## src/rtl/qam_symbol_scheduler_pkg.sv

```systemverilog
// rtl/qam_symbol_scheduler_pkg.sv - shared types and constants for the QAM symbol scheduler
//
// Purpose: scheduler state encoding, fixed preamble/idle symbols and the
// register-map structures that carry scheduler configuration and status.
// Ports: none (package).
package qam_symbol_scheduler_pkg;

  localparam int SCHED_SYMBOL_W = 4;
  localparam int SCHED_DIV_W    = 16;
  localparam int SCHED_LEN_W    = 16;

  // Encoding is visible through the status register, keep values stable.
  typedef enum logic [1:0] {
    IDLE     = 2'd0,
    PREAMBLE = 2'd1,
    PAYLOAD  = 2'd2
  } SCHED_STATE;

  localparam logic [SCHED_SYMBOL_W-1:0] PRE_A    = 4'h0;
  localparam logic [SCHED_SYMBOL_W-1:0] PRE_B    = 4'hF;
  localparam logic [SCHED_SYMBOL_W-1:0] IDLE_SYM = 4'h5;

  typedef struct packed {
    logic [SCHED_DIV_W-1:0] period;
    logic [SCHED_LEN_W-1:0] burst_len;
    logic                   enable;
    logic                   start;
  } SCHED_CFG;

  typedef struct packed {
    SCHED_CFG sched_cfg;
  } WR_REGISTERS;

  typedef struct packed {
    SCHED_STATE             state;
    logic [SCHED_LEN_W-1:0] underrun_count;
  } RD_REGISTERS;

endpackage

```

## src/rtl/qam_symbol_scheduler_symbol_tick_gen.sv

```systemverilog
// rtl/qam_symbol_scheduler_symbol_tick_gen.sv - symbol-period tick generator
//
// Purpose: holds the symbol period captured at burst start and produces a
// one-cycle tick every P cycles while running, with P clamped to at least 2.
// Ports:
//   ipClk, ipReset   clock, asynchronous active-low reset
//   i_load           capture i_period and restart the count from 0
//   i_run            count enable; low freezes the count
//   i_period         requested clock cycles per symbol
//   o_tick           combinational tick, high when count == P-1 while running
module symbol_tick_gen #(
  parameter int DIV_W = 16
) (
  input  logic             ipClk,
  input  logic             ipReset,
  input  logic             i_load,
  input  logic             i_run,
  input  logic [DIV_W-1:0] i_period,
  output logic             o_tick
);

  logic [DIV_W-1:0] r_period;
  logic [DIV_W-1:0] r_count;
  logic [DIV_W-1:0] w_period_clamped;

  // A period below 2 would make the tick and the count clear collide.
  assign w_period_clamped = (i_period < DIV_W'(2)) ? DIV_W'(2) : i_period;
  assign o_tick = i_run && (r_count == (r_period - DIV_W'(1)));

  always_ff @(posedge ipClk or negedge ipReset) begin
    if (!ipReset) begin
      r_period <= DIV_W'(2);
      r_count  <= '0;
    end else if (i_load) begin
      r_period <= w_period_clamped;
      r_count  <= '0;
    end else if (i_run) begin
      r_count <= o_tick ? '0 : (r_count + DIV_W'(1));
    end
  end

endmodule

```

## src/rtl/qam_symbol_scheduler.sv

```systemverilog
// rtl/qam_symbol_scheduler.sv - paced, burst-framed QAM symbol scheduler
//
// Purpose: accepts 4-bit QAM symbols through a one-entry holding register and
// emits them to the modulator at a programmed symbol rate, framed as bursts of
// an alternating preamble followed by a programmed number of payload symbols.
// A dry source during payload is filled with IDLE_SYM and counted.
// Optional build macro QAM_SCHED_SCRAMBLER_EN: XORs payload symbols with an
// x^7+x^6+1 LFSR stream reseeded at every burst start.
// Ports:
//   ipClk, ipReset                  clock, asynchronous active-low reset
//   ipEnable, ipStart               enable (low aborts), burst start request
//   ipSymbolPeriod, ipBurstLen      period and payload length, latched at start
//   ipQAMBlock/Valid, opQAMBlockReady  source symbol handshake
//   opQAMBlock, opQAMBlockValid     modulator symbol and one-cycle strobe
//   opBusy, opState                 status: not idle, current state
//   opUnderrunCount                 saturating idle-fill count for this burst
module qam_symbol_scheduler
  import qam_symbol_scheduler_pkg::*;
#(
  parameter int SYMBOL_W     = 4,
  parameter int DIV_W        = 16,
  parameter int LEN_W        = 16,
  parameter int PREAMBLE_LEN = 8
) (
  input  logic                ipClk,
  input  logic                ipReset,
  input  logic                ipEnable,
  input  logic                ipStart,
  input  logic [DIV_W-1:0]    ipSymbolPeriod,
  input  logic [LEN_W-1:0]    ipBurstLen,
  input  logic [SYMBOL_W-1:0] ipQAMBlock,
  input  logic                ipQAMBlockValid,
  output logic                opQAMBlockReady,
  output logic [SYMBOL_W-1:0] opQAMBlock,
  output logic                opQAMBlockValid,
  output logic                opBusy,
  output logic [1:0]          opState,
  output logic [LEN_W-1:0]    opUnderrunCount
);

  localparam int PRE_W = $clog2(PREAMBLE_LEN + 1);

  SCHED_STATE          r_state;
  logic                r_ready_en;
  logic                r_hold_full;
  logic [SYMBOL_W-1:0] r_hold;
  logic [LEN_W-1:0]    r_len;
  logic [LEN_W-1:0]    r_remaining;
  logic [LEN_W-1:0]    r_underrun;
  logic [PRE_W-1:0]    r_pre_idx;
  logic                r_valid;
  logic [SYMBOL_W-1:0] r_sym;

  logic                w_start;
  logic                w_run;
  logic                w_tick;
  logic                w_xfer;
  logic [SYMBOL_W-1:0] w_payload_sym;
  logic [SYMBOL_W-1:0] w_scr_mask;

  assign w_start = (r_state == IDLE) && ipStart && ipEnable;
  assign w_run   = (r_state != IDLE) && ipEnable;
  // Ready is held low until the first edge after reset so every output
  // reads 0 while reset is asserted.
  assign opQAMBlockReady = r_ready_en && !r_hold_full;
  assign w_xfer  = ipQAMBlockValid && opQAMBlockReady;
  assign w_payload_sym = r_hold_full ? r_hold : SYMBOL_W'(IDLE_SYM);

  symbol_tick_gen #(
    .DIV_W (DIV_W)
  ) u_tick_gen (
    .ipClk    (ipClk),
    .ipReset  (ipReset),
    .i_load   (w_start),
    .i_run    (w_run),
    .i_period (ipSymbolPeriod),
    .o_tick   (w_tick)
  );

`ifdef QAM_SCHED_SCRAMBLER_EN
  logic [6:0] r_lfsr;
  logic [6:0] w_lfsr_next;

  // One payload symbol consumes SYMBOL_W successive LFSR output bits; the
  // bit shifted out of the MSB lands in symbol bit 0 first.
  always_comb begin
    logic [6:0] v_s;
    v_s        = r_lfsr;
    w_scr_mask = '0;
    for (int i = 0; i < SYMBOL_W; i++) begin
      w_scr_mask[i] = v_s[6];
      v_s           = {v_s[5:0], v_s[6] ^ v_s[5]};
    end
    w_lfsr_next = v_s;
  end

  always_ff @(posedge ipClk or negedge ipReset) begin
    if (!ipReset) begin
      r_lfsr <= 7'h7F;
    end else if (w_start) begin
      r_lfsr <= 7'h7F;
    end else if ((r_state == PAYLOAD) && w_tick) begin
      r_lfsr <= w_lfsr_next;
    end
  end
`else
  assign w_scr_mask = '0;
`endif

  always_ff @(posedge ipClk or negedge ipReset) begin
    if (!ipReset) begin
      r_state     <= IDLE;
      r_ready_en  <= 1'b0;
      r_hold_full <= 1'b0;
      r_hold      <= '0;
      r_len       <= '0;
      r_remaining <= '0;
      r_underrun  <= '0;
      r_pre_idx   <= '0;
      r_valid     <= 1'b0;
      r_sym       <= '0;
    end else begin
      r_ready_en <= 1'b1;
      r_valid    <= 1'b0;
      r_sym      <= '0;

      // Transfer only happens while empty and consumption only while full,
      // so these two never compete for the same cycle.
      if (w_xfer) begin
        r_hold      <= ipQAMBlock;
        r_hold_full <= 1'b1;
      end

      case (r_state)
        IDLE: begin
          if (w_start) begin
            r_len      <= ipBurstLen;
            r_underrun <= '0;
            r_pre_idx  <= '0;
            r_state    <= PREAMBLE;
          end
        end

        PREAMBLE: begin
          if (!ipEnable) begin
            r_state <= IDLE;
          end else if (w_tick) begin
            r_valid <= 1'b1;
            r_sym   <= r_pre_idx[0] ? SYMBOL_W'(PRE_B) : SYMBOL_W'(PRE_A);
            if (r_pre_idx == PRE_W'(PREAMBLE_LEN - 1)) begin
              if (r_len == '0) begin
                r_state <= IDLE;
              end else begin
                r_remaining <= r_len;
                r_state     <= PAYLOAD;
              end
            end else begin
              r_pre_idx <= r_pre_idx + PRE_W'(1);
            end
          end
        end

        PAYLOAD: begin
          if (!ipEnable) begin
            r_state <= IDLE;
          end else if (w_tick) begin
            r_valid <= 1'b1;
            r_sym   <= w_payload_sym ^ w_scr_mask;
            if (r_hold_full) begin
              r_hold_full <= 1'b0;
            end else if (r_underrun != '1) begin
              r_underrun <= r_underrun + LEN_W'(1);
            end
            r_remaining <= r_remaining - LEN_W'(1);
            if (r_remaining == LEN_W'(1)) begin
              r_state <= IDLE;
            end
          end
        end

        default: r_state <= IDLE;
      endcase
    end
  end

  assign opQAMBlock      = r_sym;
  assign opQAMBlockValid = r_valid;
  assign opBusy          = (r_state != IDLE);
  assign opState         = r_state;
  assign opUnderrunCount = r_underrun;

endmodule
```

## config.mk

```make
export PLATFORM = sky130hd
export DESIGN_NAME = qam_symbol_scheduler
export DESIGN_NICKNAME = d
export VERILOG_FILES = /design/src/rtl/qam_symbol_scheduler_pkg.sv /design/src/rtl/qam_symbol_scheduler_symbol_tick_gen.sv /design/src/rtl/qam_symbol_scheduler.sv
export SDC_FILE = /design/constraint.sdc
export NUM_CORES = 1
export LEC_CHECK = 0
export ABC_AREA = 1
export BUFFER_PORTS_ARGS = -buffer_cell sky130_fd_sc_hd__buf_2
export CORE_MARGIN = 1.5
export CORE_UTILIZATION = 26
export CTS_CLUSTER_DIAMETER = 40
export DETAILED_ROUTE_END_ITERATION = 10
export GPL_ROUTABILITY_DRIVEN = 0
export PLACE_DENSITY = 0.41
export SYNTH_ARGS = -nofsm -noshare
export SYNTH_HDL_FRONTEND = slang
export SYNTH_HIERARCHICAL = 1
export SYNTH_SLANG_ARGS = --single-unit
```

## constraint.sdc

```tcl
create_clock -name ipClk -period 3.8 [get_ports ipClk]
set_input_delay 0.19 -clock ipClk [delete_from_list [all_inputs] [get_ports ipClk]]
set_output_delay 0.19 -clock ipClk [all_outputs]
set_load 0.005 [all_outputs]
```

==> results.ini <==
[cells_and_area]
diodes = 0
final_util_pct = 30.1
drive_gt1_share_pct = 15.6
syn_to_final_growth_pct = 14.0
fillers = 2746
final_area_sq_um = 7300
nets = 1015

[clock_tree]
clock_path_buffers = 2
clk_latency_ns = 0.37
cts_root_buf = clkbuf_16
cts.sinks = 97
cts_hold_buffers = 0
cts_tree = built
cts_setup_buffers = 0
h-tree-depth = 3
cts.clk_slew.worst_paths_ns = 0.08
cts_buffers = 9

[outcome]
status = completed

[timing]
fin_skew_ns = 0.0169
min_period_ns = 3.25
slew_violations = 0
fin_crit_sh_pct = 85.7
max_clock_freq_mhz = 307
setup_viol = 0
rsz0062_at_grt = false
worst_pin_slew_ns = 1.06
hold_viol = 0
fin_setup_tns_ns = 0
max_slew_margin_pct = 29.1
fin_hold_ws_ns = 0.0128

[route]
final_antenna_net_count = 0
first_pass_iters = 4
wl_per_cell_microns = 13.8
dr.first_iter.drc_count = 285
vias = 5738
detail_route.wirelength_mm = 17.9
routed_via_density = 4.44
drc = 0

[logic_synthesis]
synth.largest_area_cell = dfrtp_1
yosysSeqAreaShare_pct = 37.9
ys_seq_elements = 97
synth_top_area_share_pct = 37.5
synth_area_per_cell_sq_um = 7.06
ys_warn_count = 6
syn-num-nets = 956
ys_types = 47
synth_area_sq_um = 6400
ys_top_cells_by_area = dfrtp_1, nand2_1, nor2_1
synthCells = 906

[worst_setup_path]
start_kind = register
end_kind = register
path_class = reg2reg
worstPathRequired_ns = 4.06
crit_fanout = 18
r2r_slack_ns = 0.55
cp_data_arrival_time_ns = 3.52

[grt]
grt-ovfl-total = 0
grt_pass1_wl_mm = 29.5
grt_pass1_vias = 5584
grt_use_total_pct = 14.6
antenna_found_initial = 0
grt_start_max_net_pins = 75

[place]
port_buffers = 65
dp.final_hpwl_mm = 13.4
dpl-instance-area_sq_um = 7020

[die]
die_x_microns = 160
row_count = 57
start_util_pct = 26.4
ios = 66
fp.dieH_microns = 160
core-area_sq_um = 24200
die_area_sq_um = 25600

[power]
power_mw = 3.98
peakVddDrop_v = 0.000215
power_density_nw_per_um2 = 545
p_leak_nw = 3.60

[flow_run]
cap_violations = 0

[hold_path]
hp-class = in2async

worst paths after layout:
path	end	start	cells after the start
max	r_remaining[12]	u_tick_gen/r_period[1]	17
min in group ipClk	r_len[1]	ipBurstLen[1]	3
min reg2reg	r_hold[0]	r_hold[0]	1
max in group asynchronous	u_tick_gen/r_period[3]	ipReset	2
max reg2reg	r_remaining[12]	u_tick_gen/r_period[1]	17
min	r_remaining[3]	ipReset	1
stage by stage:
stage / setup slack, ns / cells
after floorplan: 1.03 / 906
after global placement: 0.438 / 1278
after detailed placement: 0.315 / 1278
after CTS: 0.297 / 1293
after global routing: 0.0887 / 1293
final: 0.545 / 1293
where the power goes:
part | internal, mW | switching (mW)
sequential | 1.25 | 0.248
combinational | 0.531 | 1.04
clock | 0.451 | 0.464
final cells by class:
cell class | instances | area, sq um | area share, %
inverter | 100 | 377 | 5.16
sequential | 97 | 2430 | 33.3
tap | 324 | 405 | 5.56
timing repair buffer | 71 | 373 | 5.11
clock buffer | 9 | 225 | 3.09
clock inverter | 6 | 51.3 | 0.703
multi-input combinational | 686 | 3440 | 47.1
metal layers:
layer,GRT usage (%),part of all wire [%]
met1,18.8,48
met2,24.5,47
met3,2.31,2.6
met4,6.07,2.9
met5,0,0
worst max-delay path, cell delays in order (launching register included):
cell and delay [ns]:
dfstp_2 0.54, inv_1 0.07, ha_1 0.28, xnor2_1 0.15, nor2_1 0.11, and2_1 0.15
nor3b_1 0.22, nand3b_1 0.12, nor3_2 0.31, nand2_1 0.19, a21oi_1 0.15, o21ai_1 0.08
inv_1 0.09, nand2_2 0.19, inv_2 0.30, nand2_1 0.10, nand2_1 0.08, inv_1 0.03
synthesized netlist by cell type (all sizes together):
cell type,count
nor2,114
conb,1
xor2,22
nand3b,4
a22oi,1
o21ai,59
a21oi,12
mux2,4
nand4,20
o211ai,1
nand3,86
o31ai,2
inv,99
dfstp,1
clkbuf,12
clkinv,1
ha,9
or2,1
xnor2,12
o21bai,1
dfrtp,96
buf,11
nor4,3
nand2,314
and2,1
nor3,15
a31oi,1
o22ai,1
nor3b,2
registers in the layout, summed over array words and instances, names as in the netlist:
signal	count
opQAMBlockValid	1
r_len	16
r_ready_en	1
r_remaining	16
u_tick_gen/r_count	16
opState	2
r_hold	4
opQAMBlock	4
opUnderrunCount	16
r_pre_idx	4
r_hold_full	1
u_tick_gen/r_period	16
cells in the final DEF, fill, tap and decap left out, drive strengths merged:
master      n
and2        1
clkinv      1
o211ai      1
nand4      20
nor3       15
nor3b       2
nor2      114
clkinvlp    3
nand3b      4
o31ai       2
or2         1
mux2        4
ha          9
xor2       22
nor4        3
nand2     314
o22ai       1
a31oi       1
o21ai      59
a22oi       1
buf        71
conb        1
dfrtp      96
inv       102
clkbuf      9
o21bai      1
a21oi      12
dfstp       1
nand3      86
xnor2      12
cells by family after synthesis:
group	count (synthesis)	synth area share [%]
AOI/OAI and AO/OA	78	6.41
xor gates and xnor gates	34	4.65
adders and majority gates	9	1.76
buffers and inverters	123	8.43
DFF	97	37.9
muxes	4	0.704
other	1	0.0586
and+or+nand+nor	560	40.0
repair_timing:
| action | 4_1_cts | 5_1_grt |
|---|---|---|
| gates resized for setup | 0 | 1 |
| endpoints found under the setup margin | 0 | 12 |
| endpoints found under the hold margin | 0 | 0 |
(Power assumes the default switching activity.)
